File: config.mk
export PLATFORM = sky130hd
export DESIGN_NAME = adder_bist_64u
export DESIGN_NICKNAME = d
export VERILOG_FILES = /design/src/rtl/adder_bist_pkg.sv /design/src/rtl/adder_bist_64u_lfsr.sv /design/src/rtl/adder_bist_64u.sv
export SDC_FILE = /design/constraint.sdc
export NUM_CORES = 1
export LEC_CHECK = 0
export CAP_MARGIN = 20
export CORE_ASPECT_RATIO = 1.1
export CORE_MARGIN = 4
export CORE_UTILIZATION = 39
export DETAILED_ROUTE_END_ITERATION = 8
export PLACE_DENSITY = 0.61
export SLEW_MARGIN = 20
export SYNTH_ARGS = -nofsm -noshare
export SYNTH_HDL_FRONTEND = slang
export SYNTH_SLANG_ARGS = --single-unit
File: constraint.sdc
create_clock -name clk -period 5.7 [get_ports clk]
set_input_delay 1.14 -clock clk [delete_from_list [all_inputs] [get_ports clk]]
set_output_delay 1.14 -clock clk [all_outputs]
set_load 0.01 [all_outputs]
File: src/rtl/adder_bist_pkg.sv
// Shared types and constants for the 64-bit adder BIST engine.
package adder_bist_pkg;

    typedef enum logic [1:0] {
        StIdle,
        StRun,
        StDrain,
        StDone
    } bist_state_e;

    // Galois right-shift mask for x^64 + x^63 + x^61 + x^60 + 1
    localparam logic [63:0] LfsrTaps = 64'hD800_0000_0000_0000;

    // Corner vectors, packed as {a, b}
    localparam logic [127:0] CornerVec0 = {64'h0000_0000_0000_0000, 64'h0000_0000_0000_0000};
    localparam logic [127:0] CornerVec1 = {64'hFFFF_FFFF_FFFF_FFFF, 64'h0000_0000_0000_0001};
    localparam logic [127:0] CornerVec2 = {64'hFFFF_FFFF_FFFF_FFFF, 64'hFFFF_FFFF_FFFF_FFFF};
    localparam logic [127:0] CornerVec3 = {64'h5555_5555_5555_5555, 64'hAAAA_AAAA_AAAA_AAAA};

    localparam logic [15:0] NoErrIdx = 16'hFFFF;

    function automatic logic [127:0] corner_vec(input logic [1:0] sel);
        logic [127:0] v;
        unique case (sel)
            2'd0:    v = CornerVec0;
            2'd1:    v = CornerVec1;
            2'd2:    v = CornerVec2;
            default: v = CornerVec3;
        endcase
        return v;
    endfunction

endpackage

File: src/rtl/adder_bist_64u_lfsr.sv
// 64-bit Galois LFSR with synchronous seed load; load takes priority over step.
module bist_lfsr64
    import adder_bist_pkg::*;
(
    input  logic        clk,
    input  logic        rst_n,
    input  logic        load,
    input  logic [63:0] seed,
    input  logic        step,
    output logic [63:0] q
);

    logic [63:0] state_q;
    logic [63:0] state_d;

    always_comb begin
        state_d = state_q;
        if (load) begin
            state_d = seed;
        end else if (step) begin
            state_d = (state_q >> 1) ^ (state_q[0] ? LfsrTaps : 64'h0);
        end
    end

    // Nonzero reset value so the register never idles in the lock-up state
    always_ff @(posedge clk or negedge rst_n) begin
        if (!rst_n) begin
            state_q <= 64'h1;
        end else begin
            state_q <= state_d;
        end
    end

    assign q = state_q;

endmodule

File: src/rtl/adder_bist_64u.sv
// BIST engine: issues corner + LFSR vectors to a registered adder and checks its results.
module adder_bist_64u
    import adder_bist_pkg::*;
#(
    parameter int unsigned WIDTH     = 64,
    parameter int unsigned N_VECTORS = 1024,
    parameter int unsigned LATENCY   = 2,
    parameter logic [63:0] SEED_A    = 64'h0123_4567_89AB_CDEF,
    parameter logic [63:0] SEED_B    = 64'hFEDC_BA98_7654_3211
) (
    input  logic             clk,
    input  logic             rst_n,
    input  logic             start,
    output logic [WIDTH-1:0] a_out,
    output logic [WIDTH-1:0] b_out,
    input  logic [WIDTH-1:0] dut_sum,
    input  logic             dut_cout,
    output logic             busy,
    output logic             done,
    output logic             pass,
    output logic [15:0]      err_count,
    output logic [15:0]      first_err_idx
);

    localparam logic [15:0] LastIdx   = 16'(N_VECTORS - 1);
    localparam logic [15:0] LastDrain = 16'(LATENCY - 1);

    bist_state_e state_q, state_d;
    logic [15:0] idx_q, idx_d;
    logic [15:0] drain_q, drain_d;
    logic [63:0] a_q, a_d, b_q, b_d;
    logic [15:0] err_q, err_d;
    logic [15:0] first_q, first_d;

    logic        lfsr_load, lfsr_step;
    logic [63:0] lfsr_a, lfsr_b;
    logic [15:0] idx_nxt;
    logic        start_acc;

    // Expected-result delay line; index LATENCY-1 is the head being compared
    logic [LATENCY-1:0]       dl_vld_q;
    logic [LATENCY-1:0][64:0] dl_exp_q;
    logic [LATENCY-1:0][15:0] dl_idx_q;

    bist_lfsr64 u_lfsr_a (
        .clk   (clk),
        .rst_n (rst_n),
        .load  (lfsr_load),
        .seed  (SEED_A),
        .step  (lfsr_step),
        .q     (lfsr_a)
    );

    bist_lfsr64 u_lfsr_b (
        .clk   (clk),
        .rst_n (rst_n),
        .load  (lfsr_load),
        .seed  (SEED_B),
        .step  (lfsr_step),
        .q     (lfsr_b)
    );

    assign idx_nxt   = idx_q + 16'd1;
    assign start_acc = start && ((state_q == StIdle) || (state_q == StDone));

    always_comb begin
        state_d   = state_q;
        idx_d     = idx_q;
        drain_d   = drain_q;
        a_d       = 64'h0;
        b_d       = 64'h0;
        lfsr_load = 1'b0;
        lfsr_step = 1'b0;
        unique case (state_q)
            StIdle, StDone: begin
                if (start) begin
                    state_d    = StRun;
                    idx_d      = 16'd0;
                    {a_d, b_d} = corner_vec(2'd0);
                    lfsr_load  = 1'b1;
                end
            end
            StRun: begin
                if (idx_q == LastIdx) begin
                    state_d = StDrain;
                    drain_d = 16'd0;
                end else begin
                    idx_d = idx_nxt;
                    if (idx_nxt < 16'd4) begin
                        {a_d, b_d} = corner_vec(idx_nxt[1:0]);
                    end else begin
                        a_d       = lfsr_a;
                        b_d       = lfsr_b;
                        lfsr_step = 1'b1;
                    end
                end
            end
            StDrain: begin
                if (drain_q == LastDrain) begin
                    state_d = StDone;
                end else begin
                    drain_d = drain_q + 16'd1;
                end
            end
            default: state_d = StIdle;
        endcase
    end

    always_comb begin
        err_d   = err_q;
        first_d = first_q;
        if (dl_vld_q[LATENCY-1] && ({dut_cout, dut_sum} != dl_exp_q[LATENCY-1])) begin
            if (err_q == 16'd0) begin
                first_d = dl_idx_q[LATENCY-1];
            end
            if (err_q != 16'hFFFF) begin
                err_d = err_q + 16'd1;
            end
        end
        if (start_acc) begin
            err_d   = 16'd0;
            first_d = NoErrIdx;
        end
    end

    always_ff @(posedge clk or negedge rst_n) begin
        if (!rst_n) begin
            state_q <= StIdle;
            idx_q   <= 16'd0;
            drain_q <= 16'd0;
            a_q     <= 64'h0;
            b_q     <= 64'h0;
            err_q   <= 16'd0;
            first_q <= NoErrIdx;
        end else begin
            state_q <= state_d;
            idx_q   <= idx_d;
            drain_q <= drain_d;
            a_q     <= a_d;
            b_q     <= b_d;
            err_q   <= err_d;
            first_q <= first_d;
        end
    end

    always_ff @(posedge clk or negedge rst_n) begin
        if (!rst_n) begin
            dl_vld_q <= '0;
            dl_exp_q <= '0;
            dl_idx_q <= '0;
        end else begin
            for (int i = LATENCY - 1; i > 0; i--) begin
                dl_vld_q[i] <= dl_vld_q[i-1];
                dl_exp_q[i] <= dl_exp_q[i-1];
                dl_idx_q[i] <= dl_idx_q[i-1];
            end
            dl_vld_q[0] <= (state_q == StRun);
            dl_exp_q[0] <= {1'b0, a_q} + {1'b0, b_q};
            dl_idx_q[0] <= idx_q;
        end
    end

    assign a_out         = a_q;
    assign b_out         = b_q;
    assign busy          = (state_q == StRun) || (state_q == StDrain);
    assign done          = (state_q == StDone);
    assign pass          = done && (err_q == 16'd0);
    assign err_count     = err_q;
    assign first_err_idx = first_q;

endmodule

# Word-level counts from Yosys, hierarchy flattened

Cells that the tools add are included.

ROM bits: 0
Memories kept: 0
Bits in latches: 0
RAM bits: 0
Input bits: 68
Output and inout port bits: 163
Register bits: 486

Add/subtract/negate cells: 4
Bitwise operators: 2
Mux-type cells: 34
Equality and inequality tests: 14
Reductions and logical operators: 20
$mul: 0
Shift operators: 0
$lt $le $gt $ge: 1
Div/mod/pow operators: 0

Operator list:

| kind                    | number |
|---|---|
| $mux W64                | 12 |
| $pmux W128 S3           | 1 |
| $mux W16                | 10 |
| $xor A63 B64 Y64        | 2 |
| $add A64 B64 Y65        | 1 |
| $ne A65 B65 Y1          | 1 |
| $pmux W16 S2            | 2 |
| $add A16 B1 Y16 const B | 3 |
| $eq A16 B1 Y1 const B   | 1 |
| $eq A16 B10 Y1 const B  | 1 |
| $logic_not A16 Y1       | 1 |
| $lt A16 B3 Y1 const B   | 1 |
| $ne A16 B16 Y1 const B  | 1 |
| $reduce_bool A2 Y1      | 6 |
| $ne A2 B2 Y1 const B    | 5 |
| $reduce_and A3 Y1       | 3 |
| $eq A2 B2 Y1 const B    | 3 |
| $mux W2                 | 3 |
| $pmux W2 S3             | 1 |
| $mux W1                 | 5 |
| $eq A2 B1 Y1 const B    | 2 |
| $logic_not A2 Y1        | 2 |
| $reduce_and A2 Y1       | 2 |
| $logic_and A1 B1 Y1     | 3 |
| 2 further kinds         | 3 |

# Logic depth before layout (Yosys ltp)

Depth after elaboration: 7
Depth in mapped cells: 12

# Cells and area by module

A second synthesis with hierarchy kept.

Cells, all modules: 2160
Area total of the unflattened synthesis: 22863.2 um^2

By module, submodules not included:

| module         | area an instance (um^2) | instances | sequential area each (um^2) | cells an instance |
|---|---|---|---|---|
| adder_bist_64u | 16864.9                 | 1         | 8978.6                      | 1596 |
| bist_lfsr64    | 2999.1                  | 2         | 1602.8                      | 282 |

# Worst setup path after synthesis

Ideal clock, no wire load.

Path type: reg-to-reg
From: register a_q[0], in the netlist a_out[0]
To: register dl_exp_q[58] (netlist name)
Required time: 5.620 ns
Setup slack: 2.528 ns
Arrival: 3.092 ns
Cell stages (with the launch flop): 12
Setup time: 0.080 ns
Period minus slack after synthesis: 3.172 ns
Cell sequence: dfrtp_1 ha_1 fa_1 a21o_1 a221oi_1 o21ai_0 a21o_1 a31oi_1 a31oi_1 a221o_1 a41oi_1 xnor2_1

Word-level cells in the longest chain between the ends: 1

RTL lines:

| element                       | RTL line              | source |
|---|---|---|
| start, declared               | adder_bist_64u.sv:31  | `logic [63:0] a_q, a_d, b_q, b_d;` |
| start signal, assigned        | adder_bist_64u.sv:131 | `a_q <= 64'h0;` |
| start signal, assigned        | adder_bist_64u.sv:139 | `a_q <= a_d;` |
| $add A64 B64 Y65              | adder_bist_64u.sv:158 | `dl_exp_q[0] <= {1'b0, a_q} + {1'b0, b_q};` |
| end signal, assigned by index | adder_bist_64u.sv:154 | `dl_exp_q[i] <= dl_exp_q[i-1];` |
| end, declared                 | adder_bist_64u.sv:42  | `logic [LATENCY-1:0][64:0] dl_exp_q;` |

Every way passes these cells.
A chain may end at the register's enable or synchronous reset.

# Worst setup path after layout

From: register idx_q[0]
To: register a_q[47], in the netlist a_out[47]

Word-level cells in the longest chain between the ends: 6

RTL lines:

| element                                                                 | RTL line              | source |
|---|---|---|
| start, declared                                                         | adder_bist_64u.sv:29  | `logic [15:0] idx_q, idx_d;` |
| start signal, assigned                                                  | adder_bist_64u.sv:137 | `idx_q <= idx_d;` |
| parallel branches: the longest is 4 deep, another holds $add A16 B1 Y16 | n/a                   |  |
| $mux W64 *                                                              | adder_bist_64u.sv:84  | `if (idx_q == LastIdx) begin` |
| $mux W64 *                                                              | n/a                   |  |
| named net a_d[47]                                                       | adder_bist_64u.sv:31  |  |

Mark *: on every way through the listed nets, which the timed path passes.

==> metrics <==
Post-synth EDFFs 0; drt first pass iters 6; Worst setup SP type register; synthesized net count about 2300; Syn Area/Cell 10.1 µm²; WP data arrival about 4.6 ns; Net Sw Frac ~36%; die area between 0.05 and 0.06 mm²; Rel. slew slack a little over a third; Worst VDD drop 0.287 mV; antenna violations before repair 0; initial detailed-routing violation count between 1000 and 1500; Clk Tree Root Cell clkbuf_16; starting density of the core 39.4%; CP Max Fanout 131; Worst R2R Start idx_q[0]$_DFFE_PN0P_; Tcrit/Tclk final around 72%; sequential-to-total area share from yosys stat 56.4%; largest cells by area after synthesis dfrtp_1 (54%), nand2_1 (6.0%), ha_1 (4.3%), nor2_1 (4.3%), a21oi_1 (3.8%); port buffer count 230; run status finished clean; Worst Setup End Kind register; Vias/cell about 5.2; Setup WS pre-CTS 1.51 ns; synth unique cells between 60 and 70; Core Area approximately 0.055 mm²; hpwl dp between 40000 and 50000 µm; Ys Warns 0; RSZ-0062 raised after global routing false; sequential power share between 40% and 50%; vias in the first global route between 15000 and 20000; worst setup margin roughly 1.6 ns; Period minus WS final approximately 4 ns; Final nets approximately 2500; Hold Startpoint dl_idx_q[13]$_DFF_PN0_; Post-Syn Area approximately 0.022 mm²; grt ovf 0; Logic pwr share ~34%; Num CTS Buffers between 40 and 50; post-synthesis async set-or-reset flop share 100%; layout overhead on the synthesized area 21.2%; register area approximately 0.012 mm²; Die Y approximately 250 µm; Routed WL around 60000 µm; cts repair resizes 0; H-tree levels 2; gpl congestion approximately 0.96; Worst-Skew Late Latency slightly below 0.6 ns; first-pass GRT wire length ~93000 µm; Syn Inst Count approximately 2100; Final Hold Viols 0; pin count of the biggest net entering global routing between 100 and 150; number of clock sinks 486; max-slew violation count 0; fillcell total between 5000 and 6000; multi-input logic area just under 0.009 mm²; Antenna Violating Nets Remaining 0; # Post-CTS Setup Buffers 0; worst endpoint required time approximately 6 ns; FMAX approximately 240 MHz; Clock Power Share between 20% and 30%; Total Routing Usage GR 20.0%; ratio of cells with drive above 1 in the final layout 6.02%; Via Count roughly 16000; Setup CP Type reg -> reg; power density cells roughly 470 mW/mm²; ANT cells 0; Core Rows 90; num ports 231; Hold-fix buffers, CTS 0; switching pwr around 4.5 mW; DR WL/cell approximately 19 µm; Internal Power between 7 and 8 mW; final setup vio count 0; residual DRC count 0; Least-Margin Pin Slew 0.953 ns; CTS tree done; clk slew on worst S/H paths 0.06 ns; CP Launch Point idx_q[0]$_DFFE_PN0P_; maxcap violations 0; Pleak roughly 12 nW; Fin Setup TNS 0 ns; Main synth FF type dfrtp_1; worst hold path class reg -> reg; post-synth top area share between 50% and 60%; post-synth top area cell dfrtp_1; Finished Layout Cells between 3000 and 4000; Yosys reg bits a little under 500; Longest Clk Path Bufs 3; Post-Place Cells about 3000; die span in x 232 µm; clk_skew about 0.025 ns
power groups by stage:
stage | Sequential [mW] | Clock (mW) | Combinational, mW
6_report | 5.01 | 3.22 | 4.17
4_1_cts | 5.01 | 3.31 | 4.20
3_3_place_gp | 5.05 | 0 | 4.15
5_1_grt | 5.08 | 3.45 | 4.54
3_5_place_dp | 5.06 | 0 | 4.17
2_1_floorplan | 4.92 | 0 | 2.26
routing by layer:
| metal | part of all wire (%) | track usage [%] | vias to the layer above |
|---|---|---|---|
| li1 | - | - | 7656 |
| met1 | 46 | 28.8 | 7847 |
| met2 | 46 | 31.8 | 426 |
| met3 | 4.7 | 2.95 | 91 |
| met4 | 3.2 | 6.06 | 0 |
| met5 | 0 | 0 | - |
cell usage after synthesis, drive strengths merged, types with 49 or more instances:
| master | number |
|---|---|
| a21o | 49 |
| a21oi | 162 |
| clkbuf | 84 |
| dfrtp | 468 |
| ha | 75 |
| nand2 | 345 |
| nand3 | 87 |
| nor2 | 249 |
| o21a | 72 |
| o21ai | 69 |
| xnor2 | 91 |
| xor2 | 61 |
sequential cells by signal, indices dropped and copies added (netlist names), 32 cells and up:
signal	count
dl_exp_q	130
a_out	64
b_out	64
u_lfsr_a.q	64
u_lfsr_b.q	64
dl_idx_q	32
cells by family (layout without fill, tap and decap cells):
logic type                 after synthesis  count (layout)  share of synthesized area (%)
DFF                                    486             486                           56.4
adders and majority gates               76              76                           4.44
and+or+nand+nor                        820             820                           16.5
buffers and inverters                  149             366                           2.89
xor gates and xnor gates               152             152                           6.16
muxes                                    1               1                         0.0463
AOI/OAI and AO/OA                      458             458                           13.5
path summary, 6_finish.rpt:
check / endpoint / slack, ns / depth (start not counted)
max: a_out[47]$_DFF_PN0_ / 1.59 / 10
min: dl_idx_q[29]$_DFF_PN0_ / 0.33 / 0
max reg2reg: a_out[47]$_DFF_PN0_ / 1.59 / 10
min reg2reg: dl_idx_q[29]$_DFF_PN0_ / 0.33 / 0
max in group asynchronous: dl_idx_q[2]$_DFF_PN0_ / 3.95 / 2
min in group asynchronous: dl_exp_q[80]$_DFF_PN0_ / 0.52 / 1
worst max-delay path, stage by stage (launching register included):
cell       delay, ns
dfrtp_1         0.50
ha_1            0.34
nand4_2         0.18
nor4_2          0.60
and4_1          0.27
o211ai_1        0.12
a2111oi_4       0.65
buf_12          0.55
a21o_1          0.19
buf_4           0.41
nor2_1          0.13
layout make-up:
cell class | instances | share of cell area, %
clock inverters | 22 | 0.951
multi-input cells | 1507 | 33.7
clock buffers | 65 | 5.18
flip-flops and latches | 486 | 46.5
repair buffers | 248 | 9.66
well taps | 736 | 3.52
inverters | 31 | 0.444
stage by stage:
| step | util [%] | power [mW] | hold WS (ns) | instance area (µm²) |
|---|---|---|---|---|
| 5_1_grt | 47.8 | 13.1 | 0.341 | 26200 |
| 3_3_place_gp | 44.8 | 9.20 | 0.332 | 24600 |
| 2_1_floorplan | - | 7.18 | 0.331 | 21600 |
| 6_report | 47.8 | 12.4 | 0.335 | 26200 |
| 3_5_place_dp | 44.8 | 9.23 | 0.335 | 24600 |
| 4_1_cts | 47.7 | 12.5 | 0.338 | 26200 |
cells in the final DEF, fill, tap and decap left out, types with 4 or more instances in the layout:
cell type,synthesis,layout
dfrtp_1,468,468
nand2_1,345,344
nor2_1,248,246
clkdlybuf4s50_1,0,229
a21oi_1,162,160
xnor2_1,91,91
nand3_1,86,86
ha_1,75,75
o21a_1,72,72
o21ai_0,66,66
xor2_1,61,61
a21o_1,49,49
clkbuf_16,0,49
nand4_1,38,38
inv_1,31,31
nor3_1,25,25
dfstp_2,18,18
o31ai_1,17,17
nor4_1,17,17
a211oi_1,16,16
a31oi_1,15,15
o21bai_1,14,14
clkinv_2,0,13
buf_4,7,11
and3_1,10,10
or3_1,9,9
clkbuf_1,84,9
o211ai_1,8,8
nor2b_1,7,7
nand2b_1,7,7
clkbuf_8,0,7
buf_12,0,7
a21boi_0,6,6
nor3b_1,5,5
a211o_1,5,5
bufinv_16,0,5
a31o_2,4,4
Power figures use the tool's default switching activity.
